$ cat src/rtl/antares_operand_stage_pkg.sv
// Shared definitions for the antares ID->EX operand stage: forward-source
// encoding and the register-address match helper used by the forwarding units.
package antares_defines;

    localparam int REG_ADDR_W = 5;

    typedef logic [REG_ADDR_W-1:0] reg_addr_t;

    typedef enum logic [1:0] {
        FWD_RF  = 2'd0,
        FWD_EX  = 2'd1,
        FWD_MEM = 2'd2,
        FWD_WB  = 2'd3
    } fwd_sel_e;

    function automatic logic addr_hit(input logic we, input reg_addr_t wa, input reg_addr_t src);
        return we && (wa == src);
    endfunction

endpackage

$ cat src/rtl/antares_fwd_unit.sv
// Per-operand forwarding decision: selects the newest producer of a source
// register and flags a hazard when that producer cannot deliver yet.
module antares_fwd_unit
    import antares_defines::*;
(
    input  logic      id_valid_i,
    input  reg_addr_t src_i,
    input  logic      used_i,
    input  logic      ex_valid_i,
    input  logic      ex_we_i,
    input  reg_addr_t ex_wa_i,
    input  logic      ex_is_load_i,
    input  logic      mem_we_i,
    input  reg_addr_t mem_wa_i,
    input  logic      mem_is_load_i,
    input  logic      mem_ready_i,
    input  logic      wb_we_i,
    input  reg_addr_t wb_wa_i,
    output fwd_sel_e  fwd_sel_o,
    output logic      hazard_o
);

    logic srcLive;
    logic rawHazard;

    assign srcLive = used_i && (src_i != '0);

    // The first matching stage wins; a load in EX or an unfinished load in
    // MEM cannot supply data this cycle, so that match becomes a hazard.
    always_comb begin
        fwd_sel_o = FWD_RF;
        rawHazard = 1'b0;
        if (srcLive) begin
            if (addr_hit(ex_valid_i && ex_we_i, ex_wa_i, src_i)) begin
                fwd_sel_o = FWD_EX;
                rawHazard = ex_is_load_i;
            end else if (addr_hit(mem_we_i, mem_wa_i, src_i)) begin
                fwd_sel_o = FWD_MEM;
                rawHazard = mem_is_load_i && !mem_ready_i;
            end else if (addr_hit(wb_we_i, wb_wa_i, src_i)) begin
                fwd_sel_o = FWD_WB;
            end
        end
    end

    assign hazard_o = id_valid_i && rawHazard;

endmodule

$ cat src/rtl/antares_operand_stage.sv
// ID->EX operand stage: bypass muxes, hazard stall/bubble control, the ID/EX
// pipeline register and a saturating hazard-stall counter.
module antares_operand_stage
    import antares_defines::*;
#(
    parameter int DATA_WIDTH = 32,
    parameter int CNT_WIDTH  = 16
) (
    input  logic                  clk,
    input  logic                  rst,
    input  logic                  id_valid,
    input  logic [4:0]            id_rs,
    input  logic [4:0]            id_rt,
    input  logic                  id_uses_rs,
    input  logic                  id_uses_rt,
    input  logic [4:0]            id_wa,
    input  logic                  id_we,
    input  logic                  id_is_load,
    input  logic [DATA_WIDTH-1:0] gpr_rd_a,
    input  logic [DATA_WIDTH-1:0] gpr_rd_b,
    input  logic [DATA_WIDTH-1:0] ex_alu_result,
    input  logic [4:0]            mem_wa,
    input  logic                  mem_we,
    input  logic                  mem_is_load,
    input  logic [DATA_WIDTH-1:0] mem_result,
    input  logic                  mem_result_ready,
    input  logic [4:0]            wb_wa,
    input  logic                  wb_we,
    input  logic [DATA_WIDTH-1:0] wb_wd,
    input  logic                  ex_stall,
    input  logic                  flush,
    output logic                  id_stall,
    output logic                  ex_valid,
    output logic                  ex_we,
    output logic                  ex_is_load,
    output logic [4:0]            ex_wa,
    output logic [DATA_WIDTH-1:0] ex_op_a,
    output logic [DATA_WIDTH-1:0] ex_op_b,
    output logic [CNT_WIDTH-1:0]  stall_count
);

    logic                  exValid_q, exValid_d;
    logic                  exWe_q, exWe_d;
    logic                  exIsLoad_q, exIsLoad_d;
    reg_addr_t             exWa_q, exWa_d;
    logic [DATA_WIDTH-1:0] opA_q, opA_d;
    logic [DATA_WIDTH-1:0] opB_q, opB_d;
    logic [CNT_WIDTH-1:0]  stallCnt_q, stallCnt_d;

    fwd_sel_e              selA, selB;
    logic                  hazA, hazB;
    logic                  hazard;
    logic [DATA_WIDTH-1:0] fwdA, fwdB;

    antares_fwd_unit uFwdRs (
        .id_valid_i    (id_valid),
        .src_i         (id_rs),
        .used_i        (id_uses_rs),
        .ex_valid_i    (exValid_q),
        .ex_we_i       (exWe_q),
        .ex_wa_i       (exWa_q),
        .ex_is_load_i  (exIsLoad_q),
        .mem_we_i      (mem_we),
        .mem_wa_i      (mem_wa),
        .mem_is_load_i (mem_is_load),
        .mem_ready_i   (mem_result_ready),
        .wb_we_i       (wb_we),
        .wb_wa_i       (wb_wa),
        .fwd_sel_o     (selA),
        .hazard_o      (hazA)
    );

    antares_fwd_unit uFwdRt (
        .id_valid_i    (id_valid),
        .src_i         (id_rt),
        .used_i        (id_uses_rt),
        .ex_valid_i    (exValid_q),
        .ex_we_i       (exWe_q),
        .ex_wa_i       (exWa_q),
        .ex_is_load_i  (exIsLoad_q),
        .mem_we_i      (mem_we),
        .mem_wa_i      (mem_wa),
        .mem_is_load_i (mem_is_load),
        .mem_ready_i   (mem_result_ready),
        .wb_we_i       (wb_we),
        .wb_wa_i       (wb_wa),
        .fwd_sel_o     (selB),
        .hazard_o      (hazB)
    );

    assign hazard   = hazA || hazB;
    assign id_stall = hazard || ex_stall;

    always_comb begin
        fwdA = gpr_rd_a;
        case (selA)
            FWD_RF:  fwdA = gpr_rd_a;
            FWD_EX:  fwdA = ex_alu_result;
            FWD_MEM: fwdA = mem_result;
            FWD_WB:  fwdA = wb_wd;
        endcase
    end

    always_comb begin
        fwdB = gpr_rd_b;
        case (selB)
            FWD_RF:  fwdB = gpr_rd_b;
            FWD_EX:  fwdB = ex_alu_result;
            FWD_MEM: fwdB = mem_result;
            FWD_WB:  fwdB = wb_wd;
        endcase
    end

    // Flush kills the entering instruction even under a downstream hold;
    // bubbles clear only control so the operand registers keep their data.
    always_comb begin
        exValid_d  = exValid_q;
        exWe_d     = exWe_q;
        exIsLoad_d = exIsLoad_q;
        exWa_d     = exWa_q;
        opA_d      = opA_q;
        opB_d      = opB_q;
        if (flush || (!ex_stall && hazard)) begin
            exValid_d  = 1'b0;
            exWe_d     = 1'b0;
            exIsLoad_d = 1'b0;
        end else if (!ex_stall) begin
            exValid_d  = id_valid;
            exWe_d     = id_we && id_valid;
            exIsLoad_d = id_is_load;
            exWa_d     = id_wa;
            opA_d      = fwdA;
            opB_d      = fwdB;
        end
    end

    always_comb begin
        stallCnt_d = stallCnt_q;
        if (hazard && !ex_stall && !(&stallCnt_q)) begin
            stallCnt_d = stallCnt_q + CNT_WIDTH'(1);
        end
    end

    always_ff @(posedge clk) begin
        if (rst) begin
            exValid_q  <= 1'b0;
            exWe_q     <= 1'b0;
            exIsLoad_q <= 1'b0;
            exWa_q     <= '0;
            opA_q      <= '0;
            opB_q      <= '0;
            stallCnt_q <= '0;
        end else begin
            exValid_q  <= exValid_d;
            exWe_q     <= exWe_d;
            exIsLoad_q <= exIsLoad_d;
            exWa_q     <= exWa_d;
            opA_q      <= opA_d;
            opB_q      <= opB_d;
            stallCnt_q <= stallCnt_d;
        end
    end

    assign ex_valid    = exValid_q;
    assign ex_we       = exWe_q;
    assign ex_is_load  = exIsLoad_q;
    assign ex_wa       = exWa_q;
    assign ex_op_a     = opA_q;
    assign ex_op_b     = opB_q;
    assign stall_count = stallCnt_q;

endmodule
$ cat config.mk
export PLATFORM = sky130hd
export DESIGN_NAME = antares_operand_stage
export DESIGN_NICKNAME = d
export VERILOG_FILES = /design/src/rtl/antares_operand_stage_pkg.sv /design/src/rtl/antares_fwd_unit.sv /design/src/rtl/antares_operand_stage.sv
export SDC_FILE = /design/constraint.sdc
export NUM_CORES = 1
export LEC_CHECK = 0
export CAP_MARGIN = 30
export CORE_MARGIN = 5
export CORE_UTILIZATION = 44
export DETAILED_ROUTE_END_ITERATION = 7
export HOLD_SLACK_MARGIN = 0.02
export PLACE_DENSITY = 0.88
export SKIP_LAST_GASP = 1
export SYNTH_ARGS = -nofsm -noshare
export SYNTH_HDL_FRONTEND = slang
export SYNTH_SLANG_ARGS = --single-unit
export TNS_END_PERCENT = 100
$ cat constraint.sdc
create_clock -name clk -period 3.91 [get_ports clk]
set_input_delay 0.5865 -clock clk [delete_from_list [all_inputs] [get_ports clk]]
set_output_delay 0.5865 -clock clk [all_outputs]
set_load 0.05 [all_outputs]
==> summary.md <==
| Metric | Value |
|---|---|
| First-pass GRT wire length | 35.9 mm |
| Switching power share of the total | 30.8% |
| Portion of the post-synthesis area used by sequential elements | a little under a third |
| Sequential fraction of design power | 39.0% |
| Worst-case clock skew | ~0.0066 ns |
| Top cells by area, synth | sky130_fd_sc_hd__dfxtp_1, sky130_fd_sc_hd__a21oi_1, sky130_fd_sc_hd__nand2_1 |
| Worst IR drop on VDD | roughly 190 uV |
| Yosys top cell area share | a little under a third |
| Clock network power share | roughly a third |
| DIE HEIGHT | 122 um |
| Antenna violations before repair | 0 |
| Dpl ws | approximately 0.23 ns |
| Worst hold margin | 0.454 ns |
| Proportion of layout cells with a drive suffix above 1 | under 10% |
| Count of flip-flops with a built-in enable after synthesis | 0 |
| Static leakage | 2.97 nW |
| Switching component of the power | around 0.76 mW |
| Result of the run | completed |
| Kind of launch point of the worst setup path | input port |
| Ys Warns | 0 |
| Number of global-route vias before repair | 6,930 |
| Width of the chip | 122 um |
| Critical Path Sink Type | output port |
| Cell type contributing the most total cell area after synthesis | sky130_fd_sc_hd__dfxtp_1 |
| Post-cts hold buffer count | 0 |
| Power density relative to cell area | roughly 280 mW/mm^2 |
| Post-Syn Area | 0.00556 mm^2 |
| Post-synth cell types | between 50 and 60 |
| Depth of the CTS H-tree | 3 |
| Sum Neg Setup Slack | 0 ns |
| Remaining DRCs | 0 |
| Routed Wire Length | about 24 mm |
| Primary FF master, synth | sky130_fd_sc_hd__dfxtp_1 |
| Number of DRC violations after detailed-routing iteration 0 | roughly 770 |
| Num Clock Sinks | roughly 90 |
| CTS tree | built |
| Tot Pwr | approximately 2.5 mW |
| Total of max-cap violations | 0 |
| Synth-to-layout area growth | 58.7% |
| Final weighted congestion in routability-driven placement | 0.968 |
| Worst setup margin | approximately 0.48 ns |
| Per-cell via count in the routed design | just over 6 |
| Clock Root Buffer | sky130_fd_sc_hd__clkbuf_16 |
| Simple-gate share of the synthesized area | 22.5% |
| Share of flip-flops with an asynchronous set or reset | 0% |
| Max Freq | around 300 MHz |
| Largest net degree at the start of global routing | 94 |
| Number of I/O pins | roughly 290 |
| Setup repair after global routing missed its margin | no |
| Detail-routed net length per standard cell | a little over 20 um |
| Initial Utilization | 44.4% |
| Time the final worst path needs with I/O delays and setup | approximately 3.4 ns |
| Setup slack, reg-to-reg | about 0.97 ns |
| Port Buffer Count | roughly 290 |
| Standard-cell row count | 41 |
| Routed vias | slightly above 7,000 |
| Die Area | between 0.01 and 0.015 mm^2 |
| Post-synthesis cell count | approximately 750 |
| Max transition margin | around a third |
| Classification of the worst setup path | input port to output port |
| Slew @ Worst Pin | between 1 and 1.5 ns |
| Register clock-pin slew on the reported worst setup and hold paths | 0.06 ns |
| Layout Cell Area excl Fill | 0.00883 mm^2 |
| Final Cycle Share | approximately 90% |
| Placed standard-cell area | 0.00855 mm^2 |
| Post-Place Cells | about 1,200 |
| Data arrival time at the worst-slack endpoint | ~2.8 ns |
| Total count of max-transition violations in the final report | 0 |
| Hold Path Class | flip-flop to flip-flop |
| Setup-failing EPs final | 0 |
| Int Pwr | between 1.5 and 2 mW |
| Yosys reg bits | between 80 and 90 |
| Endpoints failing hold | 0 |
| Average size of a mapped cell | 7.47 um^2 |
| Net count after synthesis | around 940 |
| Largest family of logic cells by synthesized area | compound AO/OA/AOI/OAI gates |
| Final #Nets | 1,198 |
| Overall global routing resource usage | 30.5% |
| Skew-Pair Late Insertion Delay | roughly 0.34 ns |
| Setup repair bufs after CTS | 0 |
| Maximum net fanout on the critical path | 16 |
| Area inside the core boundary | 0.0125 mm^2 |
| Congestion Overflow GR | 0 |
| Endpoint required time on the critical path | approximately 3.3 ns |
| Adder-cell share of the synthesized area | less than 1% |
| DP HPWL | between 15 and 20 mm |
| Final core utilization | 70.5% |
| Post-DRT Antenna Nets | 0 |
| CTS buffer count | 9 |
| Number of gates given a new drive strength after cts | 0 |
| Xor and xnor fraction of the mapped netlist area | under 10% |
| Combinational cell fraction of total power | 27.7% |
| Synthesized-area fraction occupied by ao, oa, aoi and oai cells | between 30% and 40% |
| Finished Layout Cells | 1,177 |
| Multiplexer share of the synthesized area | between 1 and 1.5% |
| 1st-pass router iterations | 5 |
| Number of buffers on the longest clock path | 2 |
==> power by group through the flow <==
stage	logic, mW	registers [mW]	clock network (mW)
CTS	0.677	0.958	0.824
floorplan	0.183	1.11	0
global placement	0.667	0.978	0
global route	0.713	0.963	0.861
finish	0.680	0.959	0.818
detailed placement	0.673	0.979	0
==> path summary, 6_finish.rpt <==
kind	endpoint	cells past startpoint	startpoint
setup / recovery	id_stall	9	id_rt[1]
hold / removal	ex_op_a[30]	2	ex_op_a[30]
setup reg to reg	ex_op_a[29]	9	ex_wa[1]
hold reg to reg	ex_op_a[30]	2	ex_op_a[30]
==> Yosys cell counts, types with 4 or more instances <==
master and instances:
sky130_fd_sc_hd__clkbuf_1 47, sky130_fd_sc_hd__xnor2_1 25, sky130_fd_sc_hd__nor4_1 11, sky130_fd_sc_hd__buf_6 4
sky130_fd_sc_hd__nor3_1 23, sky130_fd_sc_hd__a21oi_1 85, sky130_fd_sc_hd__inv_1 5, sky130_fd_sc_hd__a31oi_1 19
sky130_fd_sc_hd__and3_1 6, sky130_fd_sc_hd__a211oi_1 16, sky130_fd_sc_hd__nand3b_1 5, sky130_fd_sc_hd__o22ai_1 36
sky130_fd_sc_hd__dfxtp_1 88, sky130_fd_sc_hd__nand3_1 30, sky130_fd_sc_hd__o221ai_1 23, sky130_fd_sc_hd__o221ai_2 10
sky130_fd_sc_hd__o211ai_1 18, sky130_fd_sc_hd__nor2_1 64, sky130_fd_sc_hd__o2111ai_1 10, sky130_fd_sc_hd__o31ai_1 4
sky130_fd_sc_hd__nand2_1 107, sky130_fd_sc_hd__buf_2 13, sky130_fd_sc_hd__o21ai_0 33, sky130_fd_sc_hd__mux2i_1 5
sky130_fd_sc_hd__nand2b_1 4, sky130_fd_sc_hd__xor2_1 16
==> critical path, cell delays in order <==
cell,delay [ns]
sky130_fd_sc_hd__clkdlybuf4s50_1,0.51
sky130_fd_sc_hd__xor2_1,0.22
sky130_fd_sc_hd__nor4_4,0.38
sky130_fd_sc_hd__nand4_4,0.21
sky130_fd_sc_hd__mux2i_1,0.17
sky130_fd_sc_hd__o22a_1,0.20
sky130_fd_sc_hd__buf_4,0.20
sky130_fd_sc_hd__o21bai_1,0.14
sky130_fd_sc_hd__buf_4,0.22
==> cell usage in the layout (no fill, tap or decap), types with 11 or more instances in the layout <==
master,instances
sky130_fd_sc_hd__nor2_1,64
sky130_fd_sc_hd__o211ai_1,18
sky130_fd_sc_hd__o22ai_1,36
sky130_fd_sc_hd__xor2_1,16
sky130_fd_sc_hd__buf_4,27
sky130_fd_sc_hd__a21oi_1,85
sky130_fd_sc_hd__o221ai_1,23
sky130_fd_sc_hd__nand2_1,107
sky130_fd_sc_hd__o21ai_0,33
sky130_fd_sc_hd__a31oi_1,17
sky130_fd_sc_hd__nor4_1,11
sky130_fd_sc_hd__xnor2_1,25
sky130_fd_sc_hd__a211oi_1,16
sky130_fd_sc_hd__clkdlybuf4s50_1,284
sky130_fd_sc_hd__dfxtp_1,88
sky130_fd_sc_hd__nor3_1,22
sky130_fd_sc_hd__nand3_1,30
==> final cells by class <==
cell class,count,area (um^2)
flip-flops and latches,88,1760
repair buffers,312,3070
fillers,1056,3690
multi-input cells,582,3480
well taps,172,215
clock buffers,11,243
inverters,6,22.5
diodes,1,2.50
clock inverters,5,32.5
==> logic make-up after synthesis <==
kind of cell	after synthesis
AO/OA/AOI/OAI	266
XOR/XNOR	41
adder cells (fa/ha/maj)	1
buffers and inverters	75
flip-flops	88
multiplexers	7
AND/OR/NAND/NOR	267
==> sequential cells by signal, indices dropped and copies added, names as in the netlist <==
name,cells
ex_wa,5
ex_we,1
ex_op_b,32
ex_is_load,1
ex_op_a,32
stall_count,16
ex_valid,1
==> per-layer routing <==
layer	up-vias	wire, um	share of wire [%]	global-route usage (%)
li1	3276	-	-	-
met1	3323	8790	36	35.1
met2	457	11400	47	51.1
met3	81	2770	11	8.20
met4	0	1170	4.9	16.9
met5	-	0	0	0
Power figures use the tool's default switching activity.
